**src/rtl/fmap_streamer_if.sv**
```systemverilog
// Memory read port, pixel output stream and conv end handshake of the feature-map streamer.
// The streamer owns the master side; memory, conv engine and bench own the slave side.
interface fmap_streamer_if #(
  parameter int N  = 8,
  parameter int AW = 10
);
  logic          mem_rd_en;
  logic [AW-1:0] mem_addr;
  logic [N-1:0]  mem_rdata;
  logic          hold;
  logic [N-1:0]  pixel_dout;
  logic          pixel_vld;
  logic          conv_end;

  modport master (
    output mem_rd_en, mem_addr, pixel_dout, pixel_vld,
    input  mem_rdata, hold, conv_end
  );

  modport slave (
    input  mem_rd_en, mem_addr, pixel_dout, pixel_vld,
    output mem_rdata, hold, conv_end
  );
endinterface

```
**src/rtl/fmap_streamer.sv**
```systemverilog
// Streams one square feature map from memory to a conv engine in raster order,
// then waits, bounded by TIMEOUT cycles, for the conv end flag before pulsing done.
module fmap_streamer #(
  parameter int N          = 8,
  parameter int INPUT_SIZE = 6,
  parameter int AW         = 10,
  parameter int TIMEOUT    = 1023
) (
  input  logic            clk,
  input  logic            rst_n,
  input  logic            start,
  input  logic [AW-1:0]   base_addr,
  fmap_streamer_if.master bus,
  output logic            busy,
  output logic            done,
  output logic            err
);
  localparam int P  = INPUT_SIZE * INPUT_SIZE;
  localparam int IW = (P > 1) ? $clog2(P + 1) : 1;
  localparam int TW = (TIMEOUT > 1) ? $clog2(TIMEOUT + 1) : 1;
  localparam logic [IW-1:0] LAST_IDX  = IW'(P - 1);
  localparam logic [TW-1:0] LAST_WAIT = TW'(TIMEOUT - 1);

  typedef enum logic [2:0] {
    IDLE     = 3'd0,
    READ     = 3'd1,
    DRAIN    = 3'd2,
    WAIT_END = 3'd3,
    FINISH   = 3'd4
  } state_t;

  state_t        r_state;
  state_t        w_next;
  logic [AW-1:0] r_base;
  logic [AW-1:0] r_last_addr;
  logic [IW-1:0] r_idx;
  logic [TW-1:0] r_wcnt;
  logic          r_vld1;
  logic          r_vld2;
  logic [N-1:0]  r_pix;
  logic          r_busy;
  logic          r_done;
  logic          r_err;

  logic          w_accept;
  logic          w_rd_en;
  logic [AW-1:0] w_rd_addr;
  logic          w_last_rd;
  logic          w_timeout;

  assign w_accept  = (r_state == IDLE) && start;
  assign w_rd_en   = (r_state == READ) && !bus.hold;
  assign w_rd_addr = r_base + AW'(r_idx);
  assign w_last_rd = w_rd_en && (r_idx == LAST_IDX);
  assign w_timeout = (r_state == WAIT_END) && !bus.conv_end && (r_wcnt == LAST_WAIT);

  // Next-state decode; DRAIN ends once no read remains in flight, so WAIT_END follows the last pixel.
  always_comb begin
    w_next = r_state;
    case (r_state)
      IDLE: begin
        if (start) w_next = READ;
        else       w_next = IDLE;
      end
      READ: begin
        if (w_last_rd) w_next = DRAIN;
        else           w_next = READ;
      end
      DRAIN: begin
        if (!r_vld1) w_next = WAIT_END;
        else         w_next = DRAIN;
      end
      WAIT_END: begin
        if (bus.conv_end || w_timeout) w_next = FINISH;
        else                           w_next = WAIT_END;
      end
      FINISH:  w_next = IDLE;
      default: w_next = IDLE;
    endcase
  end

  // State, read pointer, two-stage pixel pipeline and registered status flags.
  always_ff @(posedge clk or negedge rst_n) begin
    if (!rst_n) begin
      r_state     <= IDLE;
      r_base      <= {AW{1'b0}};
      r_last_addr <= {AW{1'b0}};
      r_idx       <= {IW{1'b0}};
      r_wcnt      <= {TW{1'b0}};
      r_vld1      <= 1'b0;
      r_vld2      <= 1'b0;
      r_pix       <= {N{1'b0}};
      r_busy      <= 1'b0;
      r_done      <= 1'b0;
      r_err       <= 1'b0;
    end else begin
      r_state <= w_next;
      r_busy  <= (w_next == READ) || (w_next == DRAIN) || (w_next == WAIT_END);
      r_done  <= (w_next == FINISH);
      r_vld1  <= w_rd_en;
      r_vld2  <= r_vld1;
      r_pix   <= r_vld1 ? bus.mem_rdata : {N{1'b0}};
      if (w_accept) begin
        r_base <= base_addr;
        r_idx  <= {IW{1'b0}};
        r_err  <= 1'b0;
      end else if (w_rd_en) begin
        r_idx       <= r_idx + IW'(1);
        r_last_addr <= w_rd_addr;
      end else if (w_timeout) begin
        r_err <= 1'b1;
      end else begin
        r_idx <= r_idx;
      end
      if (r_state == WAIT_END) r_wcnt <= r_wcnt + TW'(1);
      else                     r_wcnt <= {TW{1'b0}};
    end
  end

  // The address bus parks on the last issued address between reads.
  assign bus.mem_rd_en  = w_rd_en;
  assign bus.mem_addr   = w_rd_en ? w_rd_addr : r_last_addr;
  assign bus.pixel_dout = r_pix;
  assign bus.pixel_vld  = r_vld2;
  assign busy           = r_busy;
  assign done           = r_done;
  assign err            = r_err;
endmodule

```
**src/flat_wrapper.sv**
```systemverilog
// flat-port wrapper written by rule: the top's interface ports become plain ports
module fmap_streamer_flat 
#(
  parameter int N          = 8,
  parameter int INPUT_SIZE = 6,
  parameter int AW         = 10,
  parameter int TIMEOUT    = 1023
)
  (clk, rst_n, start, base_addr, busy, done, err, bus_mem_rd_en, bus_mem_addr, bus_pixel_dout, bus_pixel_vld, bus_mem_rdata, bus_hold, bus_conv_end);
  fmap_streamer_if #(.N(N), .AW(AW)) bus_i ();
  input  logic clk;
  input  logic rst_n;
  input  logic start;
  input  logic [AW-1:0] base_addr;
  output logic busy;
  output logic done;
  output logic err;
  output wire logic [$bits(bus_i.mem_rd_en)-1:0] bus_mem_rd_en;
  output wire logic [$bits(bus_i.mem_addr)-1:0] bus_mem_addr;
  output wire logic [$bits(bus_i.pixel_dout)-1:0] bus_pixel_dout;
  output wire logic [$bits(bus_i.pixel_vld)-1:0] bus_pixel_vld;
  input wire logic [$bits(bus_i.mem_rdata)-1:0] bus_mem_rdata;
  input wire logic [$bits(bus_i.hold)-1:0] bus_hold;
  input wire logic [$bits(bus_i.conv_end)-1:0] bus_conv_end;
  assign bus_mem_rd_en = bus_i.mem_rd_en;
  assign bus_mem_addr = bus_i.mem_addr;
  assign bus_pixel_dout = bus_i.pixel_dout;
  assign bus_pixel_vld = bus_i.pixel_vld;
  assign bus_i.mem_rdata = bus_mem_rdata;
  assign bus_i.hold = bus_hold;
  assign bus_i.conv_end = bus_conv_end;
  fmap_streamer #(.N(N), .INPUT_SIZE(INPUT_SIZE), .AW(AW), .TIMEOUT(TIMEOUT)) u_core (.clk(clk), .rst_n(rst_n), .start(start), .base_addr(base_addr), .bus(bus_i), .busy(busy), .done(done), .err(err));
endmodule
```
**config.mk**
```make
export PLATFORM = sky130hd
export DESIGN_NAME = fmap_streamer_flat
export DESIGN_NICKNAME = d
export VERILOG_FILES = /design/src/rtl/fmap_streamer_if.sv /design/src/rtl/fmap_streamer.sv /design/src/flat_wrapper.sv
export SDC_FILE = /design/constraint.sdc
export NUM_CORES = 1
export LEC_CHECK = 0
export BUFFER_PORTS_ARGS = -buffer_cell sky130_fd_sc_hd__buf_2
export CAP_MARGIN = 30
export CORE_MARGIN = 4
export CORE_UTILIZATION = 34
export DETAILED_ROUTE_END_ITERATION = 8
export SYNTH_ARGS = -nofsm -noshare
export SYNTH_HDL_FRONTEND = slang
export SYNTH_SLANG_ARGS = --single-unit
```
**constraint.sdc**
```tcl
create_clock -name clk -period 2.18 [get_ports clk]
set_clock_uncertainty 0.1 [all_clocks]
set_input_delay 0.218 -clock clk [delete_from_list [all_inputs] [get_ports clk]]
set_output_delay 0.218 -clock clk [all_outputs]
set_load 0.02 [all_outputs]
```
==> results summary <==
The area fraction of the dominant cell type after synthesis came out at between 50% and 60%. The number of clock buffers inserted by TritonCTS is 5. The floorplan core area is between 7000 and 8000 um2.

The met3 usage is 3.04%. Setup violations remaining at the end of the flow were counted as 6. The H-tree was split into 2 levels. The post-synthesis average cell area came out at between 10 and 15 um2.

The worst register-to-register path ends at u_core.r_last_addr[9]. The number of register bits inferred by synthesis is 52. Along the worst path, the maximum fanout reaches 3. The largest total area in the synthesized netlist belongs to sky130_fd_sc_hd__dfrtp_1. The final net count is 339. The area of the multi-input gates came out at 1280 um2.

The share of the cycle needed by the critical path after routing is 115%. The die is around 94 um wide. The required arrival time at the worst endpoint is approximately 1.9 ns.

The minimum setup slack in the final design is -0.328 ns. Clock tree synthesis selected as its root buffer the cell sky130_fd_sc_hd__clkbuf_8. The register area share after synthesis is 52.0%. The global routing usage on met2 is between 20% and 30%. The peak ir drop on the vdd network came out at approximately 340 uV. The worst reg-to-reg path cell count came out at 10. The total power consumption of the routed design came out at 3.84 mW. The global-route congestion overflow total is 0. The count of inserted antenna diode cells is 0. The count of endpoints failing hold in the final timing report came out at 0. The number of vias after detailed routing is between 1500 and 2000. In the layout the commonest cells are sky130_fd_sc_hd__dfrtp_1, sky130_fd_sc_hd__buf_2, sky130_fd_sc_hd__buf_4. The worst setup path endpoint is bus_mem_addr[8]. Counting flops with an async set or reset pin after synthesis yields a share of 100%. The power per standard cell area came out at roughly 1100 nW/um2. The met1 routing resource usage after global routing is between 10% and 20%. The die is around 94 um tall. The clock transition at the registers of the reported paths came out at roughly 0.09 ns.

The iteration count of the initial detailed-routing pass came out at 4. In the final routed layout, each cell accounts on average for ~13 um. The layer flagged by global routing as most heavily used is met2.

The wire-length estimate of the detail-placed layout is 3660 um. For this design the top-level I/O count stands at 46. The number of I/O port buffers is 45.

Leaving out fill and tap cells, the most frequent cell in the layout is sky130_fd_sc_hd__dfrtp_1. Across the whole layout, storage elements account for roughly 1300 um2. Setup repair after global routing could not meet its margin everywhere.

The pre-CTS setup slack came out at -0.0728 ns. The element type at the critical path start is a flip-flop. The share of post-route cells with drive strength above 1 came out at about two fifths. After synthesis, the cell types taking the most area are sky130_fd_sc_hd__dfrtp_1, sky130_fd_sc_hd__ha_1, sky130_fd_sc_hd__mux2_2, sky130_fd_sc_hd__xor2_1, sky130_fd_sc_hd__o21ai_0. The total net switching power is ~1.4 mW. By startpoint and endpoint, the worst setup path is classified as reg -> out.

The worst path arrival time is around 2.2 ns. The startpoint of the most critical register-to-register path is u_core.r_idx[1]. The global placement routability congestion is 0.828. The total number of yosys warnings is 0. The design internal power came out at between 2 and 2.5 mW. The class of the most critical hold timing path is in -> reg. The maximum buffer depth of the clock tree is 2.

The clock network is responsible for a little over an eighth of the overall power. The number of vias per cell is 4.73. The worst slew margin relative to its limit is a little under three fifths. Compared with the post-synthesis result, the final layout area differs by 34.8%. The sum of negative setup slack is -1.42 ns.

The worst setup path is captured at an output pin. The number of pins with negative max-slew slack in the final report came out at 0. In this run the core area contains 31 standard-cell rows. The number of nets still failing antenna checks after routing is 0. In this run the register-to-register setup slack is around 0.10 ns. The netlist uses 42 different library cells. For this configuration, the core starts out at a cell density of a little over a third. In this run switching power makes up between 30% and 40% of total power. The CTS tree is done. The TritonCTS sink count is 52. The number of max-capacitance violations reported came out at 0. The number of global-route vias before repair is 1918. The first global-routing pass estimated about 8800 um of wire. The checks that failed: negative setup slack. Sequential cells account for 36.1% of the total power. The initial antenna violation count is 0. The run finished, with violations left. The number of design rule violations left after detail routing is 0. The floorplan step defined a die boundary enclosing 8800 um2.

Based on the critical path, the design can be clocked at up to 399 MHz. The post-synthesis instance total came out at between 200 and 250. The pin count of the biggest net entering global routing is 53.

The most used flip-flop cell after synthesis is sky130_fd_sc_hd__dfrtp_1. The netlist area before placement came out at 2500 um2. The filler cell count came out at 667. Global routing used 12.6% of the available tracks. After layout, the minimum clock period comes to ~2.5 ns.

The total nets after synthesis is between 200 and 300. The aggregate routed wire length is roughly 5400 um. The combinational share of power is 50.7%.

Tracing the worst setup path back leads to its startpoint at u_core.r_idx[0]. In this run, synthesis inferred 0 flip-flops with an integrated enable. The analysis attributes to cell leakage a power of ~1.5 nW.

The violation count after the first detailed-route iteration came out at 94. For the worst-skew pair, the clock arrives at the later sink with an insertion delay of approximately 0.30 ns. The slew of the pin with the lowest slew margin came out at around 0.65 ns.
cell type report:
type                            count  area share (%)
Clock inverter                      1           0.148
Tap cell                           99            3.67
Sequential cell                    52            38.6
Timing Repair Buffer               73            16.5
Inverter                            8            1.04
Clock buffer                        6            2.15
Multi-Input combinational cell    166            37.9
worst min path at each step:
stage | start | end | slack [ns] | cells past startpoint
6_report | bus_mem_rdata[3] | u_core.bus.pixel_dout[3] | 0.02 | 2
5_1_grt | bus_mem_rdata[3] | u_core.bus.pixel_dout[3] | 0.01 | 2
4_1_cts | bus_mem_rdata[3] | u_core.bus.pixel_dout[3] | 0.01 | 2
3_5_place_dp | rst_n | u_core.r_base[6] | 0.28 | 2
3_3_place_gp | rst_n | u_core.r_base[9] | 0.27 | 2
2_1_floorplan | rst_n | u_core.bus.pixel_dout[0] | -0.18 | 0
kinds of logic after synthesis:
group / share of synthesized area, %
and+or+nand+nor: 17.4
AOI/OAI and AO/OA: 12.3
xor gates and xnor gates: 4.20
muxes: 4.85
adders and majority gates: 5.30
DFF: 52.0
buffers and inverters: 3.95
through the flow:
| stage | area, um2 | utilization, % | hold WS (ns) | instances |
|---|---|---|---|---|
| 6_report | 3370 | 46.8 | 0.0236 | 405 |
| 5_1_grt | 3370 | 46.8 | 0.0119 | 405 |
| 4_1_cts | 3260 | 45.2 | 0.0139 | 403 |
| 3_5_place_dp | 2940 | 40.8 | 0.280 | 389 |
| 3_3_place_gp | 2940 | 40.8 | 0.274 | 389 |
| 2_1_floorplan | 2510 | - | -0.178 | 234 |
metal layers:
| layer | up-vias | wire, um |
|---|---|---|
| met5 | - | 0 |
| met4 | 0 | 79 |
| met3 | 9 | 228 |
| met2 | 40 | 2640 |
| met1 | 911 | 2430 |
| li1 | 955 | - |
sequential cells by signal, summed over array words and instances (netlist names):
name	flops
u_core.r_idx	6
u_core.done	1
u_core.err	1
u_core.busy	1
u_core.bus.pixel_vld	1
u_core.r_state	3
u_core.r_vld1	1
u_core.r_wcnt	10
u_core.r_last_addr	10
u_core.r_base	10
u_core.bus.pixel_dout	8
what timing repair did:
item / 4_1_cts / 5_1_grt
buffers inserted: 4 / 3
cloned: 2 / 0
hold buffers: 1 / 0
pin swaps: 13 / 6
endpoints found under the hold margin: 52 / 0
endpoints found under the setup margin: 9 / 10
gates resized for setup: 39 / 16
power by group through the flow:
stage / Sequential [mW] / Clock [mW] / Combinational, mW
after floorplan: 1.35 / 0 / 0.904
after global placement: 1.34 / 0 / 1.35
after detailed placement: 1.36 / 0 / 1.37
after CTS: 1.37 / 0.538 / 1.73
after global routing: 1.41 / 0.568 / 2.10
final: 1.39 / 0.510 / 1.95
cell usage after synthesis (all sizes together), types with 6 or more instances:
library cell and instances:
a21oi 6, and2 8, buf 6, dfrtp 52, ha 9, inv 8, mux2 9, nand2 23
nor2 23, o21ai 20, o31ai 6, xor2 11
worst max-delay path: stages (launching register included):
cell	delay, ns
sky130_fd_sc_hd__dfrtp_1	0.39
sky130_fd_sc_hd__ha_2	0.20
sky130_fd_sc_hd__inv_2	0.05
sky130_fd_sc_hd__fa_2	0.19
sky130_fd_sc_hd__nor2b_2	0.05
sky130_fd_sc_hd__o31a_1	0.27
sky130_fd_sc_hd__o21ai_2	0.16
sky130_fd_sc_hd__buf_4	0.14
sky130_fd_sc_hd__mux2i_2	0.21
sky130_fd_sc_hd__nand2_1	0.09
sky130_fd_sc_hd__buf_6	0.14
Note: power is estimated with default switching activity, not from simulation.
